File: src/rtl/rc4_sbox_sched.sv
// RC4 S-box sequencer: owns the 256x8 RAM ports and runs identity fill, key scheduling and
// keystream generation per request, emitting keystream bytes through a valid/ready handshake.
module rc4_sbox_sched #(
  parameter int KEY_BYTES = 4,
  parameter int LEN_W     = 16
) (
  input  logic                   clk,
  input  logic                   rst,
  input  logic                   start,
  input  logic [8*KEY_BYTES-1:0] key,
  input  logic [7:0]             key_length,
  input  logic [LEN_W-1:0]       ks_len,
  output logic [7:0]             ks_data,
  output logic                   ks_valid,
  input  logic                   ks_ready,
  output logic                   busy,
  output logic                   done,
  output logic                   cfg_err,
  output logic [7:0]             raddr_1,
  input  logic [7:0]             rdata_1,
  output logic                   wen_2,
  output logic [7:0]             waddr_2,
  output logic [7:0]             wdata_2,
  output logic                   wen_3,
  output logic [7:0]             addr_3,
  output logic [7:0]             wdata_3,
  input  logic [7:0]             rdata_3
);

  localparam int KW = (KEY_BYTES > 1) ? $clog2(KEY_BYTES) : 1;

  typedef enum logic [3:0] {
    S_IDLE, S_FILL, S_K0, S_K1, S_K2, S_K3,
    S_P0, S_P1, S_P2, S_P3, S_P4, S_P5, S_OUT, S_FIN
  } state_t;

  state_t                 state_q, state_d;
  logic [7:0]             i_q, i_d, j_q, j_d, si_q, si_d;
  logic [KW-1:0]          kidx_q, kidx_d, klast_q, klast_d;
  logic [LEN_W-1:0]       cnt_q, cnt_d, len_q, len_d, cnt_inc;
  logic [8*KEY_BYTES-1:0] key_q, key_d;
  logic [7:0]             ks_data_q, ks_data_d, raddr_1_q, raddr_1_d;
  logic [7:0]             waddr_2_q, waddr_2_d, wdata_2_q, wdata_2_d;
  logic [7:0]             addr_3_q, addr_3_d, wdata_3_q, wdata_3_d;
  logic                   ks_valid_q, ks_valid_d, busy_q, busy_d, done_q, done_d;
  logic                   cfg_err_q, cfg_err_d, wen_2_q, wen_2_d, wen_3_q, wen_3_d;
  logic [7:0]             kbyte, j_ksa, j_prga;

  assign kbyte   = key_q[kidx_q*8 +: 8];
  assign j_ksa   = j_q + rdata_1 + kbyte;
  assign j_prga  = j_q + rdata_1;
  assign cnt_inc = cnt_q + LEN_W'(1);

  always_comb begin
    state_d    = state_q;
    i_d        = i_q;
    j_d        = j_q;
    si_d       = si_q;
    kidx_d     = kidx_q;
    klast_d    = klast_q;
    cnt_d      = cnt_q;
    len_d      = len_q;
    key_d      = key_q;
    ks_data_d  = ks_data_q;
    ks_valid_d = ks_valid_q;
    busy_d     = busy_q;
    done_d     = 1'b0;
    cfg_err_d  = 1'b0;
    // RAM controls are rebuilt every cycle so any state not driving them leaves them at 0.
    raddr_1_d  = 8'd0;
    wen_2_d    = 1'b0;
    waddr_2_d  = 8'd0;
    wdata_2_d  = 8'd0;
    wen_3_d    = 1'b0;
    addr_3_d   = 8'd0;
    wdata_3_d  = 8'd0;
    case (state_q)
      S_IDLE: if (start) begin
        if (key_length != 8'd0 && key_length <= 8'(KEY_BYTES)) begin
          key_d   = key;
          klast_d = KW'(key_length - 8'd1);
          len_d   = ks_len;
          busy_d  = 1'b1;
          i_d     = 8'd0;
          j_d     = 8'd0;
          kidx_d  = '0;
          cnt_d   = '0;
          wen_2_d = 1'b1;
          state_d = S_FILL;
        end else begin
          cfg_err_d = 1'b1;
        end
      end
      S_FILL: if (i_q == 8'hFF) begin
        i_d     = 8'd0;
        state_d = S_K0;
      end else begin
        i_d       = i_q + 8'd1;
        wen_2_d   = 1'b1;
        waddr_2_d = i_q + 8'd1;
        wdata_2_d = i_q + 8'd1;
      end
      S_K0: state_d = S_K1;
      S_K1: begin
        si_d     = rdata_1;
        j_d      = j_ksa;
        addr_3_d = j_ksa;
        kidx_d   = (kidx_q == klast_q) ? '0 : kidx_q + KW'(1);
        state_d  = S_K2;
      end
      // Swap writes are issued in the following cycle; Sj arrives combinationally from rdata_3.
      S_K2, S_P2: begin
        wen_2_d   = 1'b1;
        waddr_2_d = i_q;
        wen_3_d   = 1'b1;
        addr_3_d  = j_q;
        wdata_3_d = si_q;
        state_d   = (state_q == S_K2) ? S_K3 : S_P3;
      end
      S_K3: begin
        i_d = i_q + 8'd1;
        if (i_q != 8'hFF) begin
          raddr_1_d = i_q + 8'd1;
          state_d   = S_K0;
        end else if (len_q == '0) begin
          state_d = S_FIN;
        end else begin
          i_d       = 8'd1;
          j_d       = 8'd0;
          raddr_1_d = 8'd1;
          state_d   = S_P0;
        end
      end
      S_P0: state_d = S_P1;
      S_P1: begin
        si_d     = rdata_1;
        j_d      = j_prga;
        addr_3_d = j_prga;
        state_d  = S_P2;
      end
      S_P3: begin
        raddr_1_d = si_q + rdata_3;
        state_d   = S_P4;
      end
      S_P4: state_d = S_P5;
      S_P5: begin
        ks_data_d  = rdata_1;
        ks_valid_d = 1'b1;
        state_d    = S_OUT;
      end
      S_OUT: if (ks_ready) begin
        ks_valid_d = 1'b0;
        i_d        = i_q + 8'd1;
        cnt_d      = cnt_inc;
        if (cnt_inc == len_q) begin
          done_d  = 1'b1;
          busy_d  = 1'b0;
          state_d = S_IDLE;
        end else begin
          raddr_1_d = i_q + 8'd1;
          state_d   = S_P0;
        end
      end
      S_FIN: begin
        done_d  = 1'b1;
        busy_d  = 1'b0;
        state_d = S_IDLE;
      end
      default: state_d = S_IDLE;
    endcase
  end

  always_ff @(posedge clk or posedge rst) begin
    if (rst) begin
      state_q    <= S_IDLE;
      i_q        <= 8'd0;
      j_q        <= 8'd0;
      si_q       <= 8'd0;
      kidx_q     <= '0;
      klast_q    <= '0;
      cnt_q      <= '0;
      len_q      <= '0;
      key_q      <= '0;
      ks_data_q  <= 8'd0;
      ks_valid_q <= 1'b0;
      busy_q     <= 1'b0;
      done_q     <= 1'b0;
      cfg_err_q  <= 1'b0;
      raddr_1_q  <= 8'd0;
      wen_2_q    <= 1'b0;
      waddr_2_q  <= 8'd0;
      wdata_2_q  <= 8'd0;
      wen_3_q    <= 1'b0;
      addr_3_q   <= 8'd0;
      wdata_3_q  <= 8'd0;
    end else begin
      state_q    <= state_d;
      i_q        <= i_d;
      j_q        <= j_d;
      si_q       <= si_d;
      kidx_q     <= kidx_d;
      klast_q    <= klast_d;
      cnt_q      <= cnt_d;
      len_q      <= len_d;
      key_q      <= key_d;
      ks_data_q  <= ks_data_d;
      ks_valid_q <= ks_valid_d;
      busy_q     <= busy_d;
      done_q     <= done_d;
      cfg_err_q  <= cfg_err_d;
      raddr_1_q  <= raddr_1_d;
      wen_2_q    <= wen_2_d;
      waddr_2_q  <= waddr_2_d;
      wdata_2_q  <= wdata_2_d;
      wen_3_q    <= wen_3_d;
      addr_3_q   <= addr_3_d;
      wdata_3_q  <= wdata_3_d;
    end
  end

  assign ks_data  = ks_data_q;
  assign ks_valid = ks_valid_q;
  assign busy     = busy_q;
  assign done     = done_q;
  assign cfg_err  = cfg_err_q;
  assign raddr_1  = raddr_1_q;
  assign wen_2    = wen_2_q;
  assign waddr_2  = waddr_2_q;
  assign wdata_2  = (state_q == S_K3 || state_q == S_P3) ? rdata_3 : wdata_2_q;
  assign wen_3    = wen_3_q;
  assign addr_3   = addr_3_q;
  assign wdata_3  = wdata_3_q;

endmodule

File: config.mk
export PLATFORM = sky130hd
export DESIGN_NAME = rc4_sbox_sched
export DESIGN_NICKNAME = d
export VERILOG_FILES = /design/src/rtl/rc4_sbox_sched.sv
export SDC_FILE = /design/constraint.sdc
export NUM_CORES = 1
export LEC_CHECK = 0
export ABC_AREA = 0
export ABC_CLOCK_PERIOD_IN_PS = 5790
export BUFFER_PORTS_ARGS = -buffer_cell sky130_fd_sc_hd__clkbuf_2
export CORE_MARGIN = 2
export CORE_UTILIZATION = 57
export DETAILED_ROUTE_END_ITERATION = 8
export PLACE_DENSITY = 0.81
export SYNTH_ARGS = -nofsm -noshare
export SYNTH_HDL_FRONTEND = slang
export SYNTH_SLANG_ARGS = --single-unit
export TNS_END_PERCENT = 20
File: constraint.sdc
create_clock -name clk -period 5.79 [get_ports clk]
set_clock_uncertainty 0.05 [all_clocks]
set_input_delay 0.8685 -clock clk [delete_from_list [all_inputs] [get_ports clk]]
set_output_delay 0.8685 -clock clk [all_outputs]
set_load 0.05 [all_outputs]
==> results.md <==
* Vias in the first global route at ~6,100
* Leakage power at roughly 4.5 nW
* RSZ-0062 raised after global routing: no
* Worst Path Required at 4.87 ns
* Number of synthesized flops with an enable pin at 0
* Slew HR at between 15 and 20%
* Congestion Overflow GR at 0
* Overall Global Routing Usage at between 20% and 30%
* CP Cell Sequence: xnor2_1 > or3b_2 > mux2_2 > clkbuf_2
* Clk_lat worst skew at 0.43 ns
* Worst path slowest cell: dfrtp_1
* MaxCap Viol Count at 0
* Post CTS Setup Buffer Count at 0
* Drt via density at ~6
* Initial Util at between 50% and 60%
* DRT antenna net count at 0
* First drt pass iteration count at 6
* Num rows at 42
* Routability Congestion at 0.9078
* Resize count post-CTS at 0
* Pwr/cell area at between 200 and 300 mW/mm2
* Fin crit period at 3.541 ns
* Predominant post-synthesis flop cell: dfrtp_1
* Mapped cell area at 0.007871 mm2
* Final Cycle Share at around 61%
* Final setup vio count at 0
* Crit Path Max Fanout at 21
* Largest net degree at the start of global routing at 98
* Min-Delay Path Depth at 1
* First-pass GRT wire length at around 30,000 um
* Setup TNS at 0 ns
* Via count at just over 6,000
* CTS Buf Count at 17
* Synth cell types at between 70 and 80
* Core area at between 0.01 and 0.015 mm2
* Synth warnings at 0
* Synthesized instance count at between 700 and 800
* Status: finished clean
* Net count after synthesis at 806
* Fin. Hold Viols at 0
* Arrival @ worst endpoint at around 2.6 ns
* WP buf/inv at 1
* Number of cells on the critical path at 4
* CP endpoint kind: output port
* Max-slew violation count at 0
* CP top delay family: flip-flops
* Path depth of the worst reg2reg path at 12
* CTS tree: done
* Worst-Margin Slew at ~1.3 ns
* Io pins at 130
* Cell Count, Final, Fillers Out at around 1,000
* HP Class: reg2reg
* Ys async rst share at 100.0%
* Initial DRC Count at 531
* Nets@finish at 925
* DP Wirelength at ~13,000 um
* Cts hold-fix bufs at 0
* Final wirelength at 18,360 um
* Max IR drop VDD at between 200 and 250 uV
* Dpl cells at a little under 1,000
* Layout cells sized above 1 at 26.83%
* Drt wl/cell at about 18 um
* Initial antenna violation count at 0
* Slowest stage delay, CP at approximately 0.75 ns
* Worst slack at placement at around 1.8 ns
* Worst setup margin at approximately 2.2 ns
* Fmax at 282.4 MHz
* Antenna Cells at 0
* #FFs+latches synth at 150
* Clock Path Buffers at 2
* CTS Root Cell: clkbuf_16
* Sequential area share after synthesis at 47.69%
* Clock transition at path regs at roughly 0.06 ns
* Crit start category: register
* H-tree depth reported by CTS at 4
* Die ar. at approximately 0.015 mm2
* Die Y at approximately 120 um
* DIE WIDTH at around 120 um
* Detailed-route DRC error count at 0
* IO buf count at ~130
* Total power at ~2.7 mW
* Syn_area_per_cell at roughly 11 um2
* P&R area growth vs syn at 17.31%
* Clk sinks at 150
* Setup CP Type: reg2out
-- routing by layer --
metal  part of all wire, %  GRT usage (%)
met5                     0              0
met4                   2.8          10.63
met3                   6.8          5.028
met2                    48          43.05
met1                    42          34.36
-- flip-flops by register name, indices dropped and copies added (netlist names) --
signal,flops
addr_3,8
busy,1
cfg_err,1
cnt_q,16
done,1
i_q,8
j_q,8
key_q,32
kidx_q,2
klast_q,2
ks_data,8
ks_valid,1
len_q,16
raddr_1,8
si_q,8
state_q,4
waddr_2,8
wdata_2_q,8
wdata_3,8
wen_2,1
wen_3,1
-- cell type report --
class	count	area, um2
Fill cell	959	4114
Multi-Input combinational cell	505	3911
Sequential cell	150	3754
Timing Repair Buffer	132	668.1
Clock buffer	20	466.7
Tap cell	176	220.2
Clock inverter	12	148.9
Inverter	16	65.06
-- power by group --
part	internal, mW	total (mW)	switching [mW]	leakage, nW
logic	0.206	0.444	0.238	2.24
clock network	0.710	1.14	0.428	0.306
registers	1.08	1.12	0.0323	1.99
total	2.00	2.70	0.698	4.53
-- synthesized netlist by cell type, drive strengths merged (3+ instances only) --
cell type	instances	area share, %
a21o	21	2.0
a21oi	33	2.1
a221o	3	0.38
a22oi	3	0.29
a31oi	4	0.32
and2	16	1.3
and3	7	0.56
and4	4	0.48
buf	18	1.3
clkbuf	14	0.67
dfrtp	150	48
fa	3	0.76
ha	24	3.8
inv	16	0.76
mux2	72	10
mux4	8	2.3
nand2	48	2.3
nand2b	5	0.40
nand3	15	1.0
nand3b	3	0.29
nand4	7	0.56
nor2	44	2.5
nor2b	9	0.72
nor3	9	0.64
nor3b	3	0.35
nor4	7	0.56
nor4b	3	0.52
o21a	3	0.29
o21ai	46	2.9
o21bai	4	0.38
o311ai	3	0.43
o31ai	11	1.0
o32ai	5	0.56
xnor2	36	4.0
xor2	16	1.8
-- cells by family after synthesis --
kind of cell,Yosys count,synth area share [%]
and+or+nand+nor,186,12.81
AOI/OAI and AO/OA,158,13.59
buffers and inverters,48,2.702
DFF,150,47.69
adders and majority gates,27,4.578
xor gates and xnor gates,52,5.786
muxes,82,12.84
-- placed cells by master, fill, tap and decap left out, types with 3 or more instances in the layout --
cell type  synthesis  final
a21o_1            21     21
a21oi_1           32     32
a221o_1            3      3
a22oi_1            3      3
a31oi_1            4      4
and2_1            15     14
and3_1             7      7
and4_1             3      3
buf_4              4      3
bufinv_16          0      3
clkbuf_16          0     17
clkbuf_2           0    129
clkbuf_8           0      3
clkinv_2           0      5
dfrtp_1          150    150
fa_1               3      3
ha_1              24     24
inv_1             16     15
mux2_1            43     43
mux2_2            29     29
mux4_2             8      8
nand2_1           47     47
nand2b_1           5      5
nand3_1           14     14
nand3b_1           3      3
nand4_1            7      7
nor2_1            40     40
nor2b_1            9      9
nor3_1             8      7
nor4_1             7      7
o21a_1             3      3
o21ai_0           28     28
o21ai_1           18     18
o21bai_1           4      4
o31ai_1           11     11
o32ai_1            5      5
xnor2_1           36     36
xor2_1            16     16
-- worst reg2reg max path, delay by kind of cell (launching register included) --
kind / cells / cell delay, ns
AO/OA/AOI/OAI: 5 / 0.99
XOR/XNOR: 2 / 0.38
adder cells (fa/ha/maj): 3 / 0.95
flip-flops: 1 / 0.40
multiplexers: 1 / 0.29
AND/OR/NAND/NOR: 1 / 0.16
-- through the flow --
| step | hold slack [ns] | util (%) | instance area [um2] |
|---|---|---|---|
| 2_1_floorplan | 0.4024 | - | 7871 |
| 3_3_place_gp | 0.4135 | 64.57 | 8618 |
| 3_5_place_dp | 0.4187 | 64.57 | 8618 |
| 4_1_cts | 0.4317 | 69.18 | 9234 |
| 5_1_grt | 0.4475 | 69.18 | 9234 |
| 6_report | 0.4260 | 69.18 | 9234 |
-- path summary, 6_finish.rpt --
kind / start / end / slack (ns)
max: state_q[2] / wdata_2[6] / 2.25
min: key_q[19] / key_q[19] / 0.43
max reg2reg: j_q[0] / j_q[7] / 2.42
min reg2reg: key_q[19] / key_q[19] / 0.43
max in group asynchronous: rst / i_q[3] / 3.94
min in group asynchronous: rst / key_q[30] / 0.53
Note: power is estimated with default switching activity, not from simulation.
